`src/rtl/input_block_splitter.sv`:
```
// Cuts the host receive stream into BLOCK_BEATS-beat compression blocks behind a
// two-entry skid buffer, with block/byte statistics and a sticky tkeep-error flag.
module input_block_splitter #(
   parameter int unsigned DATA_BITS   = 512,
   parameter int unsigned BLOCK_BEATS = 64
) (
   input  logic                   aclk,
   input  logic                   aresetn,
   input  logic [DATA_BITS-1:0]   i_data_tdata,
   input  logic [DATA_BITS/8-1:0] i_data_tkeep,
   input  logic                   i_data_tlast,
   input  logic                   i_data_tvalid,
   output logic                   i_data_tready,
   output logic [DATA_BITS-1:0]   o_data_tdata,
   output logic [DATA_BITS/8-1:0] o_data_tkeep,
   output logic                   o_data_tlast,
   output logic                   o_data_tvalid,
   input  logic                   o_data_tready,
   output logic [31:0]            stat_blocks,
   output logic [47:0]            stat_bytes,
   output logic                   err_keep
);

   localparam int unsigned KEEP_BITS = DATA_BITS / 8;
   localparam int unsigned CNT_BITS  = (BLOCK_BEATS > 1) ? $clog2(BLOCK_BEATS) : 1;
   localparam logic [CNT_BITS-1:0] CNT_LAST = CNT_BITS'(BLOCK_BEATS - 1);

   logic [DATA_BITS-1:0] main_data_q, main_data_d, skid_data_q, skid_data_d;
   logic [KEEP_BITS-1:0] main_keep_q, main_keep_d, skid_keep_q, skid_keep_d;
   logic                 main_last_q, main_last_d, skid_last_q, skid_last_d;
   logic                 main_valid_q, main_valid_d, skid_valid_q, skid_valid_d;
   logic [CNT_BITS-1:0]  beat_cnt_q, beat_cnt_d;
   logic [31:0]          stat_blocks_q, stat_blocks_d;
   logic [47:0]          stat_bytes_q, stat_bytes_d;
   logic                 err_keep_q, err_keep_d;
   logic                 in_ready_q, in_ready_d;

   logic                 in_acc, out_acc, in_last, keep_ok;
   logic [KEEP_BITS-1:0] keep_inc;
   logic [47:0]          keep_pop;

   always_comb begin
      main_data_d   = main_data_q;
      main_keep_d   = main_keep_q;
      main_last_d   = main_last_q;
      main_valid_d  = main_valid_q;
      skid_data_d   = skid_data_q;
      skid_keep_d   = skid_keep_q;
      skid_last_d   = skid_last_q;
      skid_valid_d  = skid_valid_q;
      beat_cnt_d    = beat_cnt_q;
      stat_blocks_d = stat_blocks_q;
      stat_bytes_d  = stat_bytes_q;
      err_keep_d    = err_keep_q;
      keep_pop      = '0;

      in_acc  = i_data_tvalid && in_ready_q;
      out_acc = main_valid_q && o_data_tready;
      in_last = (beat_cnt_q == CNT_LAST) || i_data_tlast;

      // Last beat may be short but must be a non-empty run starting at byte 0.
      keep_inc = i_data_tkeep + KEEP_BITS'(1);
      if (i_data_tlast) begin
         keep_ok = (i_data_tkeep != '0) && ((i_data_tkeep & keep_inc) == '0);
      end else begin
         keep_ok = &i_data_tkeep;
      end

      for (int i = 0; i < int'(KEEP_BITS); i++) begin
         keep_pop = keep_pop + 48'(i_data_tkeep[i]);
      end

      if (skid_valid_q) begin
         // Input is stalled while the skid entry is occupied.
         if (out_acc) begin
            main_data_d  = skid_data_q;
            main_keep_d  = skid_keep_q;
            main_last_d  = skid_last_q;
            skid_valid_d = 1'b0;
         end
      end else if (!main_valid_q || out_acc) begin
         main_valid_d = in_acc;
         if (in_acc) begin
            main_data_d = i_data_tdata;
            main_keep_d = i_data_tkeep;
            main_last_d = in_last;
         end
      end else if (in_acc) begin
         skid_valid_d = 1'b1;
         skid_data_d  = i_data_tdata;
         skid_keep_d  = i_data_tkeep;
         skid_last_d  = in_last;
      end

      if (in_acc) begin
         beat_cnt_d   = in_last ? '0 : beat_cnt_q + CNT_BITS'(1);
         stat_bytes_d = stat_bytes_q + keep_pop;
         if (!keep_ok) begin
            err_keep_d = 1'b1;
         end
      end

      if (out_acc && main_last_q) begin
         stat_blocks_d = stat_blocks_q + 32'd1;
      end

      in_ready_d = !skid_valid_d;
   end

   always_ff @(posedge aclk) begin
      if (!aresetn) begin
         main_data_q   <= '0;
         main_keep_q   <= '0;
         main_last_q   <= 1'b0;
         main_valid_q  <= 1'b0;
         skid_data_q   <= '0;
         skid_keep_q   <= '0;
         skid_last_q   <= 1'b0;
         skid_valid_q  <= 1'b0;
         beat_cnt_q    <= '0;
         stat_blocks_q <= '0;
         stat_bytes_q  <= '0;
         err_keep_q    <= 1'b0;
         in_ready_q    <= 1'b0;
      end else begin
         main_data_q   <= main_data_d;
         main_keep_q   <= main_keep_d;
         main_last_q   <= main_last_d;
         main_valid_q  <= main_valid_d;
         skid_data_q   <= skid_data_d;
         skid_keep_q   <= skid_keep_d;
         skid_last_q   <= skid_last_d;
         skid_valid_q  <= skid_valid_d;
         beat_cnt_q    <= beat_cnt_d;
         stat_blocks_q <= stat_blocks_d;
         stat_bytes_q  <= stat_bytes_d;
         err_keep_q    <= err_keep_d;
         in_ready_q    <= in_ready_d;
      end
   end

   assign i_data_tready = in_ready_q;
   assign o_data_tdata  = main_data_q;
   assign o_data_tkeep  = main_keep_q;
   assign o_data_tlast  = main_last_q;
   assign o_data_tvalid = main_valid_q;
   assign stat_blocks   = stat_blocks_q;
   assign stat_bytes    = stat_bytes_q;
   assign err_keep      = err_keep_q;

endmodule
```
`config.mk`:
```
export PLATFORM = sky130hd
export DESIGN_NAME = input_block_splitter
export DESIGN_NICKNAME = d
export VERILOG_FILES = /design/src/rtl/input_block_splitter.sv
export SDC_FILE = /design/constraint.sdc
export NUM_CORES = 2
export LEC_CHECK = 0
export ABC_AREA = 0
export CAP_MARGIN = 20
export CORE_AREA = 2 2 484 486
export CTS_BUF_LIST = sky130_fd_sc_hd__clkbuf_8
export DETAILED_ROUTE_END_ITERATION = 6
export DIE_AREA = 0 0 486 488
export GPL_TIMING_DRIVEN = 1
export PLACE_DENSITY_LB_ADDON = 0.3
export SETUP_SLACK_MARGIN = 0.5
export SLEW_MARGIN = 10
export SYNTH_ARGS = -nofsm -noshare
export SYNTH_HDL_FRONTEND = slang
export SYNTH_SLANG_ARGS = --single-unit
```
`constraint.sdc`:
```
create_clock -name aclk -period 18.79 [get_ports aclk]
set_input_delay 3.758 -clock aclk [delete_from_list [all_inputs] [get_ports aclk]]
set_output_delay 3.758 -clock aclk [all_outputs]
set_load 0.05 [all_outputs]
```
== After elaboration in Yosys (flattened, before gate mapping) ==
Cells that the tools add are included.

* Bits in writable memories: 0
* Memories kept: 0
* Memory bits (read-only): 0
* Output and inout port bits: 660
* Input port bits: 581
* Logic and storage cells: 121
* Register bits: 1,244
* Latch bits: 0

* Div/mod/pow operators: 0
* $lt $le $gt $ge: 0
* $mul: 0
* Bitwise logic cells: 4
* Equality and inequality tests: 2
* Add/sub/neg operators: 67
* Reduce and logical (&&, ||, !) cells: 17
* Shifts and indexed selects: 0
* Multiplexer cells: 18

{| class="wikitable"
|+ Operators by type and width
! operator !! count
|-
| 512-bit 2-to-1 mux || 4
|-
| 48-bit by 1-bit adder with 48-bit output || 16
|-
| 64-bit 2-to-1 mux || 4
|-
| 64-bit by 1-bit adder with 64-bit output, second input constant || 1
|-
| 64-bit AND || 1
|-
| 64-bit zero test || 1
|-
| 64-bit AND reduction || 1
|-
| 64-bit nonzero test || 1
|-
| 47-bit by 1-bit adder with 48-bit output || 1
|-
| 48-bit adder || 1
|-
| 46-bit by 1-bit adder with 47-bit output || 1
|-
| 45-bit by 1-bit adder with 46-bit output || 1
|-
| 44-bit by 1-bit adder with 45-bit output || 1
|-
| 43-bit by 1-bit adder with 44-bit output || 1
|-
| 42-bit by 1-bit adder with 43-bit output || 1
|-
| 41-bit by 1-bit adder with 42-bit output || 1
|-
| 40-bit by 1-bit adder with 41-bit output || 1
|-
| 39-bit by 1-bit adder with 40-bit output || 1
|-
| 38-bit by 1-bit adder with 39-bit output || 1
|-
| 37-bit by 1-bit adder with 38-bit output || 1
|-
| 36-bit by 1-bit adder with 37-bit output || 1
|-
| 35-bit by 1-bit adder with 36-bit output || 1
|-
| 34-bit by 1-bit adder with 35-bit output || 1
|-
| 33-bit by 1-bit adder with 34-bit output || 1
|-
| other kinds (45) || 63
|}

== Logic depth before layout (Yosys ltp) ==
* Depth in word-level cells: 64
* Depth in mapped cells: 23
* Mapped depth without buffers: 22

== Worst setup path before layout ==
No wires, ideal clock.

* Path kind: input -> register
* Start: input port i_data_tkeep[35]
* End: register stat_bytes_q[23], in the netlist stat_bytes[23]
* Cell stages on the path: 23
* Arrival time: 9.813 ns
* Path slack: 8.851 ns
* Library setup time: 0.125 ns
* Path buffers: 1
* Data required time: 18.665 ns
* Cells stage by stage: inv_1 -> fa_1 -> inv_1 -> fa_1 -> fa_1 -> inv_1 -> fa_1 -> inv_1 -> fa_1 -> fa_1 -> fa_1 -> inv_1 -> fa_1 -> inv_1 -> ha_1 -> a21o_1 -> a21oi_1 -> o21ai_0 -> a21boi_0 -> o31a_1 -> clkbuf_1 -> nor3b_1 -> mux2i_1

* Longest elaborated chain between the ends: 30

{| class="wikitable"
|+ RTL lines
! item !! RTL line !! text
|-
| from (decl) || 10 || <nowiki>input logic [DATA_BITS/8-1:0] i_data_tkeep,</nowiki>
|-
| 35-bit by 1-bit adder with 36-bit output || 70 || <nowiki>keep_pop = keep_pop + 48'(i_data_tkeep[i]);</nowiki>
|-
| 36-bit by 1-bit adder with 37-bit output || 70 ||
|-
| 37-bit by 1-bit adder with 38-bit output || 70 ||
|-
| 38-bit by 1-bit adder with 39-bit output || 70 ||
|-
| 39-bit by 1-bit adder with 40-bit output || 70 ||
|-
| 40-bit by 1-bit adder with 41-bit output || 70 ||
|-
| 41-bit by 1-bit adder with 42-bit output || 70 ||
|-
| 42-bit by 1-bit adder with 43-bit output || 70 ||
|-
| 43-bit by 1-bit adder with 44-bit output || 70 ||
|-
| 44-bit by 1-bit adder with 45-bit output || 70 ||
|-
| 45-bit by 1-bit adder with 46-bit output || 70 ||
|-
| 46-bit by 1-bit adder with 47-bit output || 70 ||
|-
| 47-bit by 1-bit adder with 48-bit output || 70 ||
|-
| 48-bit by 1-bit adder with 48-bit output (16 in a row) || 70 ||
|-
| 48-bit adder || 97 || <nowiki>stat_bytes_d = stat_bytes_q + keep_pop;</nowiki>
|-
| to (signal assigned) || 136 || <nowiki>stat_bytes_q <= stat_bytes_d;</nowiki>
|-
| to (decl) || 34 || <nowiki>logic [47:0] stat_bytes_q, stat_bytes_d;</nowiki>
|}

No other way between the ends.
A chain may end at the register's enable or synchronous reset.

== Worst setup path after layout ==
* Start: input port i_data_tkeep[35]
* End: register stat_bytes_q[27], in the netlist stat_bytes[27]

The elaborated chain is that of the path after synthesis.

==> summary.txt <==
Timing
  • Worst-Margin Slew: 1160 ps
  • Fmax achieved: 90.9 MHz
  • Time the worst path needs with I/O delays and setup: 11000 ps
  • Final Slew Violations: 0
  • Final hold violations: 0
  • Setup WS post-layout: 7790 ps
  • Fin Setup TNS: 0 ps
  • Slew margin rel.: 22.8%
  • # setup viols final: 0
  • Period utilisation layout: 58.5%
  • Clk_skew: 82.5 ps
  • RSZ-0062 raised after global routing: false

Synthesis
  • Ys flop type: dfxtp_1
  • Synth Instances: 5968
  • Async SR Flop Fraction: 0%
  • Netlist Area Pre-Place: 0.0515 mm2
  • Area leader, netlist: dfxtp_1
  • Synth Register Bits: 1244
  • Synthesized area per cell: 8.63 um2
  • Most common library cells after synthesis: nand2_1, dfxtp_1, nor2_1, a21oi_1, mux2i_1
  • Library cells used by synthesis: 65
  • Register area share after synthesis: 48.4%
  • Syn Nets: 6637
  • Post-synth top area share: 48.4%
  • Largest cells by area after synthesis: dfxtp_1, mux2i_1, nand2_1
  • Yosys warns: 0
  • Number of flops mapped to enable cells by yosys: 0
  • Cell with the most instances after synthesis: nand2_1

Floorplan
  • Die ar.: 0.237 mm2
  • Die Wd: 486 um
  • Die height: 488 um
  • Initial Util: 22.2%
  • I/O pin cnt: 1241
  • Area of the core: 0.232 mm2
  • Cell Rows: 177

CTS
  • CTS tree: built
  • Clock transition at path regs: 50 ps
  • CTS sink count: 1244
  • # H-tree levels: 4
  • Total CTS buffers: 228
  • Root buf cell: clkbuf_8
  • Setup Buffers After CTS: 0
  • Clock Path Buffers: 3
  • Clock Latency Late Sink: 950 ps
  • Post-CTS sizing: 0
  • Number of hold buffers added after CTS: 0

Drt
  • DRT antenna net count: 0
  • DRC viols: 0
  • Post-Route WL: 225000 um
  • Routed wire per std cell: 21.9 um
  • Vias per cell: 4.60
  • Pre-antenna DRT Iters: 5
  • DRT iter0 DRCs: 2947
  • DR vias: 47158

Critical path
  • Crit path max fanout: 24
  • CP arrival: 11830 ps
  • Crit Path Category: in -> reg
  • Crit start category: primary input
  • Worst path required time: 19620 ps
  • Worst setup EP type: flop

Layout
  • Area Overhead vs Synth: 38.2%
  • Share of cells above drive strength 1: 5.59%
  • Final Util: 30.7%
  • Final instance area: 0.0711 mm2
  • Final #Nets: 7679

Place
  • IO Port Bufs: 1240
  • Detailed Place HPWL: 162000 um
  • Gpl congestion: 0.904
  • Placement Setup Slack: 6940 ps
  • Post-DP Area: 0.0664 mm2

Power and ir drop
  • P per Cell Area: 111 mW/mm2
  • Total Power: 7.90 mW
  • Leak: 23.6 nW
  • Max VDD drop: 0.393 mV

GRT
  • Largest net degree at the start of global routing: 225
  • First-pass GRT wire length: 320000 um
  • Gr usage total: 18.1%
  • Global route overflow: 0
  • Number of global-route vias before repair: 44721
  • Initial antenna violation count: 72

Min path
  • Worst Hold Class: reg -> reg

Status
  • Status: completed

Run
  • # Max-Cap Violations: 0
cell families after synthesis:
group,after synthesis,synth area share [%]
AOI/OAI and AO/OA,1328,16.1
xor gates and xnor gates,44,0.748
adders and majority gates,88,2.95
buffers and inverters,585,4.34
DFF,1244,48.4
muxes,554,10.8
and+or+nand+nor,2125,16.7
final cells by class:
class | instances | area, um2
clock buffer | 283 | 3890
tap | 3043 | 3810
timing repair buffer | 1288 | 12900
clock inverter | 125 | 732
sequential | 1244 | 24900
multi-input combinational | 4139 | 24400
fill | 24361 | 161000
inverter | 109 | 417
antenna | 20 | 50.0
stage by stage:
step,hold WS [ps],cells
3_5_place_dp,446,9822
5_1_grt,466,10249
2_1_floorplan,436,5968
4_1_cts,454,10230
6_report,450,10251
3_3_place_gp,441,9822
cells in the final DEF, fill, tap and decap left out, types with 34 or more instances in the layout:
| cell type | count |
|---|---|
| nand4_1 | 41 |
| fa_1 | 56 |
| a211oi_1 | 539 |
| mux2i_1 | 554 |
| clkdlybuf4s50_1 | 1239 |
| dfxtp_1 | 1243 |
| nand3_1 | 34 |
| nand2_1 | 1280 |
| o211ai_1 | 47 |
| o21ai_0 | 72 |
| clkbuf_8 | 283 |
| buf_4 | 34 |
| inv_1 | 189 |
| nor2_1 | 638 |
| a21oi_1 | 614 |
state kept, by name, summed over array words and instances (netlist names):
signal / count
o_data_tkeep: 64
skid_valid_q: 1
i_data_tready: 1
o_data_tvalid: 1
err_keep: 1
stat_bytes: 48
o_data_tlast: 1
skid_last_q: 1
skid_data_q: 512
stat_blocks: 32
o_data_tdata: 512
beat_cnt_q: 6
skid_keep_q: 64
per-layer routing:
| layer | up-vias | GRT usage, % | wire length, um |
|---|---|---|---|
| met1 | 22473 | 21.4 | 91100 |
| met2 | 1617 | 29.2 | 103000 |
| li1 | 22662 | - | - |
| met4 | 36 | 6.51 | 8150 |
| met3 | 370 | 7.48 | 22200 |
| met5 | - | 0 | 237 |
path summary, 6_finish.rpt:
check	slack (ps)	cells past startpoint	end	start
max reg2reg	11470	19	stat_bytes[27]	stat_bytes[0]
min reg2reg	450	2	skid_data_q[467]	skid_data_q[467]
min	450	2	skid_data_q[467]	skid_data_q[467]
max	7790	23	stat_bytes[27]	i_data_tkeep[35]
power by group:
part           internal, mW  switching (mW)  total (mW)
Sequential             2.76          0.0742        2.83
Clock                  1.39            1.23        2.62
Combinational         0.923            1.53        2.45
Total                  5.07            2.84        7.90
critical path, cell delays in order:
cell and delay (ps):
clkdlybuf4s50_1 620, inv_1 130, fa_1 560, inv_1 70, fa_1 430, fa_1 550, inv_1 60, fa_1 540
inv_1 60, fa_1 550, fa_1 460, fa_1 550, inv_1 60, fa_1 600, inv_1 60, ha_1 290
a21o_1 150, a21oi_1 220, o21ai_0 150, a21boi_0 730, o31a_1 870, o311ai_0 240, o41ai_1 110
(Power assumes the default switching activity.)
